**config.mk**
```make
export PLATFORM = sky130hd
export DESIGN_NAME = alu_result_packer_flat
export DESIGN_NICKNAME = d
export VERILOG_FILES = /design/src/rtl/alu_result_packer_if.sv /design/src/rtl/alu_result_packer.sv /design/src/flat_wrapper.sv
export SDC_FILE = /design/constraint.sdc
export NUM_CORES = 1
export LEC_CHECK = 0
export ABC_CLOCK_PERIOD_IN_PS = 2250
export CELL_PAD_IN_SITES_DETAIL_PLACEMENT = 0
export CELL_PAD_IN_SITES_GLOBAL_PLACEMENT = 1
export CORE_UTILIZATION = 46
export CTS_BUF_LIST = sky130_fd_sc_hd__clkbuf_4
export CTS_CLUSTER_SIZE = 25
export DETAILED_ROUTE_END_ITERATION = 7
export PLACE_DENSITY = 0.82
export SLEW_MARGIN = 30
export SYNTH_ARGS = -nofsm -noshare
export SYNTH_HDL_FRONTEND = slang
export SYNTH_SLANG_ARGS = --single-unit
```
**constraint.sdc**
```tcl
create_clock -name clk -period 2.25 [get_ports clk]
set_input_delay 0.45 -clock clk [delete_from_list [all_inputs] [get_ports clk]]
set_output_delay 0.45 -clock clk [all_outputs]
set_load 0.03 [all_outputs]
```
**src/rtl/alu_result_packer_if.sv**
```systemverilog
// Bundle of ALU-result input, UART TX byte handshake and status signals for alu_result_packer.
// The master side drives results and TX_READY; the slave side is the packer.
interface alu_result_packer_if #(
    parameter int unsigned IN_WIDTH = 16
);
    logic [IN_WIDTH-1:0] ALU_OUT;
    logic                OUT_VALID;
    logic                TX_READY;
    logic                OVF_CLR;
    logic [7:0]          TX_DATA;
    logic                TX_VALID;
    logic                OVF;
    logic                BUSY;

    modport master (
        output ALU_OUT, OUT_VALID, TX_READY, OVF_CLR,
        input  TX_DATA, TX_VALID, OVF, BUSY
    );

    modport slave (
        input  ALU_OUT, OUT_VALID, TX_READY, OVF_CLR,
        output TX_DATA, TX_VALID, OVF, BUSY
    );
endinterface

```
**src/rtl/alu_result_packer.sv**
```systemverilog
// Buffers ALU results in a small FIFO and streams each one LSB-first as bytes to a UART TX port.
// Optional ALU_PACKER_HDR_EN prefixes every frame with HDR_BYTE.
module alu_result_packer #(
    parameter int unsigned IN_WIDTH = 16,
    parameter int unsigned DEPTH    = 4,
    parameter logic [7:0]  HDR_BYTE = 8'hA5
) (
    input  logic              clk,
    input  logic              RST,
    alu_result_packer_if.slave bus
);

    localparam int unsigned NBYTES = IN_WIDTH / 8;
    localparam int unsigned PTR_W  = (DEPTH > 1) ? $clog2(DEPTH) : 1;
    localparam int unsigned CNT_W  = $clog2(DEPTH + 1);
    localparam int unsigned IDX_W  = (NBYTES > 1) ? $clog2(NBYTES) : 1;
    localparam logic [CNT_W-1:0] FULL     = CNT_W'(DEPTH);
    localparam logic [IDX_W-1:0] LAST_IDX = IDX_W'(NBYTES - 1);

    typedef logic [NBYTES-1:0][7:0] word_t;

`ifdef ALU_PACKER_HDR_EN
    typedef enum logic [1:0] {IDLE = 2'd0, HDR = 2'd1, DATA = 2'd2} state_t;
`else
    typedef enum logic [1:0] {IDLE = 2'd0, DATA = 2'd2} state_t;
    logic [7:0] unused_hdr_c;
    assign unused_hdr_c = HDR_BYTE;
`endif

    word_t             mem_q [DEPTH];
    logic [PTR_W-1:0]  wr_ptr_q, rd_ptr_q;
    logic [CNT_W-1:0]  count_q, count_d;
    state_t            state_q, state_d;
    logic [IDX_W-1:0]  idx_q, idx_d;
    logic [7:0]        tx_data_q, tx_data_d;
    logic              tx_valid_q, tx_valid_d;
    logic              ovf_q, ovf_d;
    logic              busy_q, busy_d;
    logic              pop_c, wr_c, drop_c;
    word_t             head_c;

    assign head_c = mem_q[rd_ptr_q];

    // A full FIFO still accepts a result when the head frees its slot on the same edge.
    assign wr_c   = bus.OUT_VALID && ((count_q != FULL) || pop_c);
    assign drop_c = bus.OUT_VALID && !wr_c;

    always_comb begin
        state_d    = state_q;
        idx_d      = idx_q;
        tx_data_d  = tx_data_q;
        tx_valid_d = tx_valid_q;
        pop_c      = 1'b0;
        unique case (state_q)
            IDLE: begin
                tx_valid_d = 1'b0;
                if (count_q != '0) begin
                    idx_d      = '0;
                    tx_valid_d = 1'b1;
`ifdef ALU_PACKER_HDR_EN
                    state_d    = HDR;
                    tx_data_d  = HDR_BYTE;
`else
                    state_d    = DATA;
                    tx_data_d  = head_c[0];
`endif
                end
            end
`ifdef ALU_PACKER_HDR_EN
            HDR: begin
                if (bus.TX_READY) begin
                    state_d   = DATA;
                    tx_data_d = head_c[0];
                end
            end
`endif
            DATA: begin
                if (bus.TX_READY) begin
                    if (idx_q == LAST_IDX) begin
                        pop_c      = 1'b1;
                        state_d    = IDLE;
                        idx_d      = '0;
                        tx_valid_d = 1'b0;
                    end else begin
                        idx_d     = idx_q + IDX_W'(1);
                        tx_data_d = head_c[idx_q + IDX_W'(1)];
                    end
                end
            end
            default: begin
                state_d    = IDLE;
                tx_valid_d = 1'b0;
            end
        endcase
    end

    always_comb begin
        count_d = count_q + CNT_W'(wr_c) - CNT_W'(pop_c);
        ovf_d   = drop_c ? 1'b1 : (bus.OVF_CLR ? 1'b0 : ovf_q);
        busy_d  = (count_d != '0) || (state_d != IDLE);
    end

    // Storage needs no reset: occupancy is tracked by count_q and the pointers.
    always_ff @(posedge clk) begin
        if (wr_c) mem_q[wr_ptr_q] <= bus.ALU_OUT;
    end

    always_ff @(posedge clk or negedge RST) begin
        if (!RST) begin
            state_q    <= IDLE;
            idx_q      <= '0;
            tx_data_q  <= '0;
            tx_valid_q <= 1'b0;
            wr_ptr_q   <= '0;
            rd_ptr_q   <= '0;
            count_q    <= '0;
            ovf_q      <= 1'b0;
            busy_q     <= 1'b0;
        end else begin
            state_q    <= state_d;
            idx_q      <= idx_d;
            tx_data_q  <= tx_data_d;
            tx_valid_q <= tx_valid_d;
            count_q    <= count_d;
            ovf_q      <= ovf_d;
            busy_q     <= busy_d;
            if (wr_c)  wr_ptr_q <= wr_ptr_q + PTR_W'(1);
            if (pop_c) rd_ptr_q <= rd_ptr_q + PTR_W'(1);
        end
    end

    assign bus.TX_DATA  = tx_data_q;
    assign bus.TX_VALID = tx_valid_q;
    assign bus.OVF      = ovf_q;
    assign bus.BUSY     = busy_q;

endmodule
```
**src/flat_wrapper.sv**
```systemverilog
// flat-port wrapper written by rule: the top's interface ports become plain ports
module alu_result_packer_flat 
#(
    parameter int unsigned IN_WIDTH = 16,
    parameter int unsigned DEPTH    = 4,
    parameter logic [7:0]  HDR_BYTE = 8'hA5
)
  (clk, RST, bus_ALU_OUT, bus_OUT_VALID, bus_TX_READY, bus_OVF_CLR, bus_TX_DATA, bus_TX_VALID, bus_OVF, bus_BUSY);
  alu_result_packer_if #(.IN_WIDTH(IN_WIDTH)) bus_i ();
  input  logic clk;
  input  logic RST;
  input wire logic [$bits(bus_i.ALU_OUT)-1:0] bus_ALU_OUT;
  input wire logic [$bits(bus_i.OUT_VALID)-1:0] bus_OUT_VALID;
  input wire logic [$bits(bus_i.TX_READY)-1:0] bus_TX_READY;
  input wire logic [$bits(bus_i.OVF_CLR)-1:0] bus_OVF_CLR;
  output wire logic [$bits(bus_i.TX_DATA)-1:0] bus_TX_DATA;
  output wire logic [$bits(bus_i.TX_VALID)-1:0] bus_TX_VALID;
  output wire logic [$bits(bus_i.OVF)-1:0] bus_OVF;
  output wire logic [$bits(bus_i.BUSY)-1:0] bus_BUSY;
  assign bus_i.ALU_OUT = bus_ALU_OUT;
  assign bus_i.OUT_VALID = bus_OUT_VALID;
  assign bus_i.TX_READY = bus_TX_READY;
  assign bus_i.OVF_CLR = bus_OVF_CLR;
  assign bus_TX_DATA = bus_i.TX_DATA;
  assign bus_TX_VALID = bus_i.TX_VALID;
  assign bus_OVF = bus_i.OVF;
  assign bus_BUSY = bus_i.BUSY;
  alu_result_packer #(.IN_WIDTH(IN_WIDTH), .DEPTH(DEPTH), .HDR_BYTE(HDR_BYTE)) u_core (.clk(clk), .RST(RST), .bus(bus_i));
endmodule
```
==> impl_metrics.py, run 1 <==
metrics = {
    "finish": {
        "stdcell_area_um2": 4282,
        "diodes": 0,
        "drive_above_1_share": 0.2992,
        "multi_input_area_um2": 875.8,
        "n_fill_cell": 508,
        "regArea_um2": 2447,
        "syn_to_final_growth_pct": 26.79,
        "final_util": 0.6166,
        "layout.nets": 287,
    },
    "setup_path": {
        "critical_path.max_fanout": 3,
        "critPathRequiredTime_ns": 2.54,
        "crit_arrival_ns": 2.59,
        "critPathCaptureType": "flop",
        "startpoint_type": "flop",
        "path_class": "reg -> reg",
    },
    "sta": {
        "hold_viol": 0,
        "skew_ns": 0.02070,
        "period_needed_ns": 2.294,
        "slew-limit-headroom": 0.5950,
        "slew_violations": 0,
        "fin_ws_ns": -0.04409,
        "worst_pin_slew_ns": 0.6052,
        "setup_viol_count_final": 1,
        "finalCritPeriodShare": 1.020,
        "fmax_mhz": 435.9,
        "rsz0062_at_grt": "yes",
    },
    "power": {
        "seqPwrFrac": 0.457,
        "p_sw_mw": 1.667,
        "power_density_nw_per_um2": 1179,
        "comb_power_share": 0.396,
        "power_leakage_nw": 1.532,
        "clkPwrFrac": 0.146,
        "switching_share": 0.3301,
        "p_int_mw": 3.383,
        "ir_drop_uv": 451.1,
    },
    "logic_synthesis": {
        "synth_area_leaders": "edfxtp_1 57%, dfrtp_1 16%, mux4_2 11%",
        "synth-edff-count": 64,
        "synthArstFlopShare": 0.2471,
        "netlist_instances": 184,
        "synthesis.nets": 212,
        "netlist-cell-type-count": 34,
        "synth-seq-area-share": 0.7247,
        "synth_top_area_cell": "edfxtp_1",
        "yosysTopAreaCellShare": 0.5691,
        "synth.most_common_cell": "edfxtp_1",
        "avgSynthCellArea_um2": 18.35,
        "synth_ff_type": "edfxtp_1",
        "ys_warn_count": 0,
        "synth_area_um2": 3377,
        "synth-seq-cells": 85,
        "netlist_top_cells_count": "64 x edfxtp_1, 21 x dfrtp_1, 16 x mux4_2",
    },
    "placed_design": {
        "dp_hpwl_mm": 3.743,
        "postPlaceCellArea_um2": 3964,
        "routabilityCongestion": 0.7800,
        "port_buffers": 31,
    },
    "global_routing": {
        "grt_pass1_vias": 1962,
        "grt_pass1_wl_mm": 9.984,
        "track_usage": 0.1860,
        "antenna_found_initial": 0,
        "overflow": 0,
        "grt_max_degree": 22,
    },
    "clock_network": {
        "htree_levels": 3,
        "cts_root_buffer": "clkbuf_4",
        "cts.sinks": 85,
        "clk_pin_slew_ns": 0.13,
        "holdBufCountCts": 0,
        "insertion_delay_ns": 0.41,
        "cts_buffers": 9,
        "tritoncts": "yes",
        "ctsLongestPathBuffers": 2,
    },
    "routing": {
        "antenna_left": 0,
        "drc": 0,
        "dr.pass1.iters": 4,
        "routed_via_density": 5.153,
        "vias": 1855,
        "wl_mm": 6.138,
        "drtIter0Drc": 84,
        "wl_per_cell_um": 17.05,
    },
    "status": {
        "status": "complete, but fails checks",
        "failed_checks": "negative setup slack",
    },
    "min_path": {
        "hold_class": "in -> async",
    },
    "floorplanning": {
        "start_util": 0.4863,
        "core-area_um2": 6944,
        "die-area_um2": 7688,
        "die_x_um": 87.68,
        "core.rowCount": 30,
        "ios": 32,
        "die-height_um": 87.68,
    },
    "run": {
        "drv_cap": 0,
    },
}
## routing by layer
metal  vias up  part of all wire  global-route usage
met5         -                 0                   0
li1        872                 -                   -
met2        49              0.49              0.2983
met4         0             0.022             0.09836
met3        12             0.036             0.03393
met1       922              0.45              0.2450
## kinds of logic after synthesis
kind of cell | share of synthesized area
AO/OA/AOI/OAI | 0.05076
adder cells (fa/ha/maj) | 0.02816
flip-flops | 0.7247
multiplexers | 0.1100
other | 0.001110
XOR/XNOR | 0.01297
buffers and inverters | 0.02297
AND/OR/NAND/NOR | 0.04928
## cell type report
class                      instances  share of cell area
sequential                        85              0.5716
clock buffer                      11             0.01929
tap                               96             0.02805
inverter                           9            0.007890
clock inverter                     5            0.008182
multi-input combinational         82              0.2046
timing repair buffer              72              0.1604
## state kept, by name, summed over array words and instances, names as in the netlist
register	cells
u_core.state_q	2
u_core.bus.TX_VALID	1
u_core.bus.BUSY	1
u_core.bus.OVF	1
u_core.bus.TX_DATA	8
u_core.mem_q	64
u_core.idx_q	1
u_core.count_q	3
u_core.rd_ptr_q	2
u_core.wr_ptr_q	2
## through the flow
stage / setup TNS (ns) / power (mW) / cells / setup WS, ns / hold WS (ns)
after CTS: 0 / 5.029 / 359 / 0.00009837 / 0.3402
after global placement: -0.6610 / 4.151 / 321 / -0.5293 / 0.4830
after global routing: -0.1150 / 5.369 / 360 / -0.1150 / 0.3705
after floorplan: -0.05894 / 3.484 / 184 / -0.05894 / 0.1544
after detailed placement: -1.121 / 4.196 / 321 / -0.5440 / 0.4905
final: -0.04409 / 5.050 / 360 / -0.04409 / 0.3601
## worst paths after layout
check,startpoint,end,slack (ns),depth (start not counted)
worst max register to register,u_core.state_q[0],u_core.bus.BUSY,-0.04,6
worst min register to register,u_core.bus.TX_VALID,u_core.bus.TX_VALID,0.51,2
worst max-delay path,u_core.state_q[0],u_core.bus.BUSY,-0.04,6
max in group asynchronous,RST,u_core.state_q[0],1.65,2
min in group clk,u_core.bus.TX_VALID,u_core.bus.TX_VALID,0.51,2
worst min-delay path,RST,u_core.bus.TX_VALID,0.36,2
## power by group through the flow
stage               clock [mW]  sequential, mW  combinational, mW
detailed placement           0            2.34               1.86
global placement             0            2.32               1.83
global route             0.832            2.35               2.19
finish                   0.739            2.31               2.00
floorplan                    0            2.47               1.02
CTS                      0.770            2.30               1.96
## what timing repair did
action,in CTS,in global routing
setup buffers,22,3
setup endpoints to repair,1,4
pin swaps,6,6
resized for setup,3,6
## worst max-delay path: stages (launching register included)
cell and delay, ns:
dfrtp_1 0.39, nand4b_1 0.25, buf_4 0.19, a31oi_4 0.20
ha_2 0.21, fa_2 0.44, or4_1 0.51
## placed cells by master, fill, tap and decap left out, types with 2 or more instances in the layout
cell             count
a211oi_1             8
and2_1               4
buf_12               5
buf_4               34
buf_6                2
clkbuf_4            11
clkdlybuf4s50_1     30
clkinvlp_4           3
dfrtp_1             21
edfxtp_1            64
ha_1                 5
inv_1                8
mux4_2              16
nand2_1              2
nor2_1              10
nor2b_1              2
o21ai_0              3
o32ai_1              8
xnor2_1              4
No activity file was read; power rests on OpenSTA's default activity.
==> run 2: changes to the inputs <==
- PLACE_DENSITY: 0.82 -> 0.85
==> run 2 against run 1 <==
Against the previous run:
- the flow still finishes with violations (negative setup slack)
- fmax down 0.17%
- final cell count down 6.9%
- utilization down 2.8 points
- register-to-register slack better by 0.02 ns
- final area down 4.6%
- critical path type is now in -> reg
- critical endpoint unchanged
==> impl_metrics.py, run 2 (synthesized netlist as in run 1, its figures left out) <==
metrics = {
    "setup_path": {
        "cpMostUsedCell": "inv_1",
        "startpoint_type": "input pin",
        "reg2reg_from": "u_core.state_q[0]",
        "path_delay_family": "adder cells",
        "startpoint": "bus_TX_READY",
        "critPathRequiredTime_ns": 2.56,
        "critical_path.max_fanout": 3,
        "worst_path_largest_cell_delay_ns": 0.50,
        "crit_chain": "clkdlybuf4s50_1 -> nand4b_1 -> inv_1 -> ha_1 -> inv_1 -> ha_2 -> fa_2 -> or4_1",
        "crit_buf_inv": 3,
        "critPathCaptureType": "flop",
        "cpMaxStageDelayCell": "or4_1",
        "path_class": "in -> reg",
        "crit_arrival_ns": 2.61,
    },
    "sta": {
        "worst_pin_slew_ns": 0.5779,
        "finalCritPeriodShare": 1.021,
        "skew_ns": 0.01414,
        "period_needed_ns": 2.298,
        "slew_violations": 0,
        "slew-limit-headroom": 0.6133,
        "fmax_mhz": 435.1,
        "rsz0062_at_grt": "yes",
        "hold_viol": 0,
        "fin_ws_ns": -0.04808,
        "setup_viol_count_final": 1,
    },
    "finish": {
        "regMostFlops": "u_core.mem_q",
        "largest_register_ffs": 64,
        "stdcell_area_um2": 4086,
        "layout_commonest_cell": "edfxtp_1",
        "layout.nets": 262,
        "drive_above_1_share": 0.2134,
        "syn_to_final_growth_pct": 21.01,
        "final_cells": 335,
        "final_util": 0.5885,
        "final_cell_mix": "64 x edfxtp_1, 31 x clkdlybuf4s50_1, 21 x dfrtp_1",
        "diodes": 0,
    },
    "run": {
        "drv_cap": 0,
    },
    "global_routing": {
        "grt_pass1_wl_mm": 9.101,
        "antenna_found_initial": 0,
        "track_usage": 0.1687,
        "grt_pass1_vias": 1789,
        "overflow": 0,
        "grt_max_degree": 22,
    },
    "floorplanning": {
        "die_x_um": 87.68,
        "ios": 32,
        "core.rowCount": 30,
        "die-height_um": 87.68,
        "start_util": 0.4863,
        "die-area_um2": 7688,
        "core-area_um2": 6944,
    },
    "power": {
        "power_leakage_nw": 1.422,
        "ir_drop_uv": 459.6,
        "power_density_nw_per_um2": 1220,
        "report.power.total_mw": 4.987,
    },
    "placed_design": {
        "port_buffers": 31,
        "dp_hpwl_mm": 3.649,
        "dp_cells": 319,
        "routabilityCongestion": 0.7797,
        "dp_slack_ns": -0.5116,
        "postPlaceCellArea_um2": 3936,
    },
    "status": {
        "failed_checks": "negative setup slack",
        "status": "complete, but fails checks",
    },
    "routing": {
        "drtIter0Drc": 89,
        "dr.pass1.iters": 4,
        "routed_via_density": 5.137,
        "antenna_left": 0,
        "wl_mm": 5.556,
        "wl_per_cell_um": 16.59,
        "vias": 1721,
        "drc": 0,
    },
    "clock_network": {
        "holdBufCountCts": 0,
        "cts.sinks": 85,
        "cts_root_buffer": "clkbuf_4",
        "ctsLongestPathBuffers": 2,
        "clk_pin_slew_ns": 0.14,
        "htree_levels": 3,
        "tritoncts": "yes",
        "insertion_delay_ns": 0.42,
        "postCtsSetupRepairBufs": 0,
        "cts_buffers": 9,
    },
    "min_path": {
        "hold_class": "in -> async",
    },
}
==> run 2: cell count changes in the layout (fill, tap and decap cells not counted), sizes merged, moves of 2 or more <==
cell	delta
clkbuf	-2
clkinvlp	-3
buf	-25
inv	+3
==> run 2: worst paths after layout <==
path | cells after the start | to | slack (ns)
setup / recovery | 8 | u_core.bus.BUSY | -0.05
setup reg to reg | 7 | u_core.bus.BUSY | -0.02
hold reg to reg | 2 | u_core.bus.TX_VALID | 0.54
hold / removal | 2 | u_core.bus.TX_DATA[5] | 0.35
min in group clk | 2 | u_core.bus.TX_VALID | 0.54
max in group asynchronous | 2 | u_core.rd_ptr_q[1] | 1.67
==> run 2: what timing repair did <==
action | CTS | global route
pin swaps | 1 | 0
endpoints found under the setup margin | 1 | 1
resized for setup | 1 | 0
==> run 2: routing by layer <==
| metal | global-route usage | up-vias | share of wire | routed length, µm |
|---|---|---|---|---|
| met3 | 0.04336 | 9 | 0.042 | 233 |
| met2 | 0.2685 | 38 | 0.45 | 2521 |
| met4 | 0.07154 | 0 | 0.016 | 90 |
| li1 | - | 829 | - | - |
| met5 | 0 | - | 0 | 0 |
| met1 | 0.2226 | 845 | 0.49 | 2711 |
==> run 2: layout make-up <==
type	count	area, µm²
clock buffers	9	67.56
repair buffers	47	480.5
flip-flops and latches	85	2447
well taps	96	120.1
multi-input cells	82	857.1
clock inverters	7	80.08
fillers	544	2858
inverters	9	33.78
==> run 2: worst reg2reg max path, cell delays in order (launching register included) <==
cell,delay [ns]
dfrtp_1,0.41
nand4b_1,0.24
inv_1,0.12
ha_1,0.23
inv_1,0.07
ha_2,0.17
fa_2,0.43
or4_1,0.50
==> run 2: power breakdown <==
group          internal (mW)  leakage [nW]  switching (mW)
sequential              2.12         0.830           0.166
combinational          0.867         0.511           0.931
clock                  0.357        0.0809           0.549
total                   3.34          1.42            1.65
==> run 2: stage by stage <==
step                setup TNS [ns]  hold WS [ns]
floorplan                 -0.05894        0.1544
CTS                       -0.02942        0.3295
finish                    -0.04808        0.3515
detailed placement         -0.6241        0.5061
global placement           -0.5795        0.4895
global route               -0.1115        0.3408
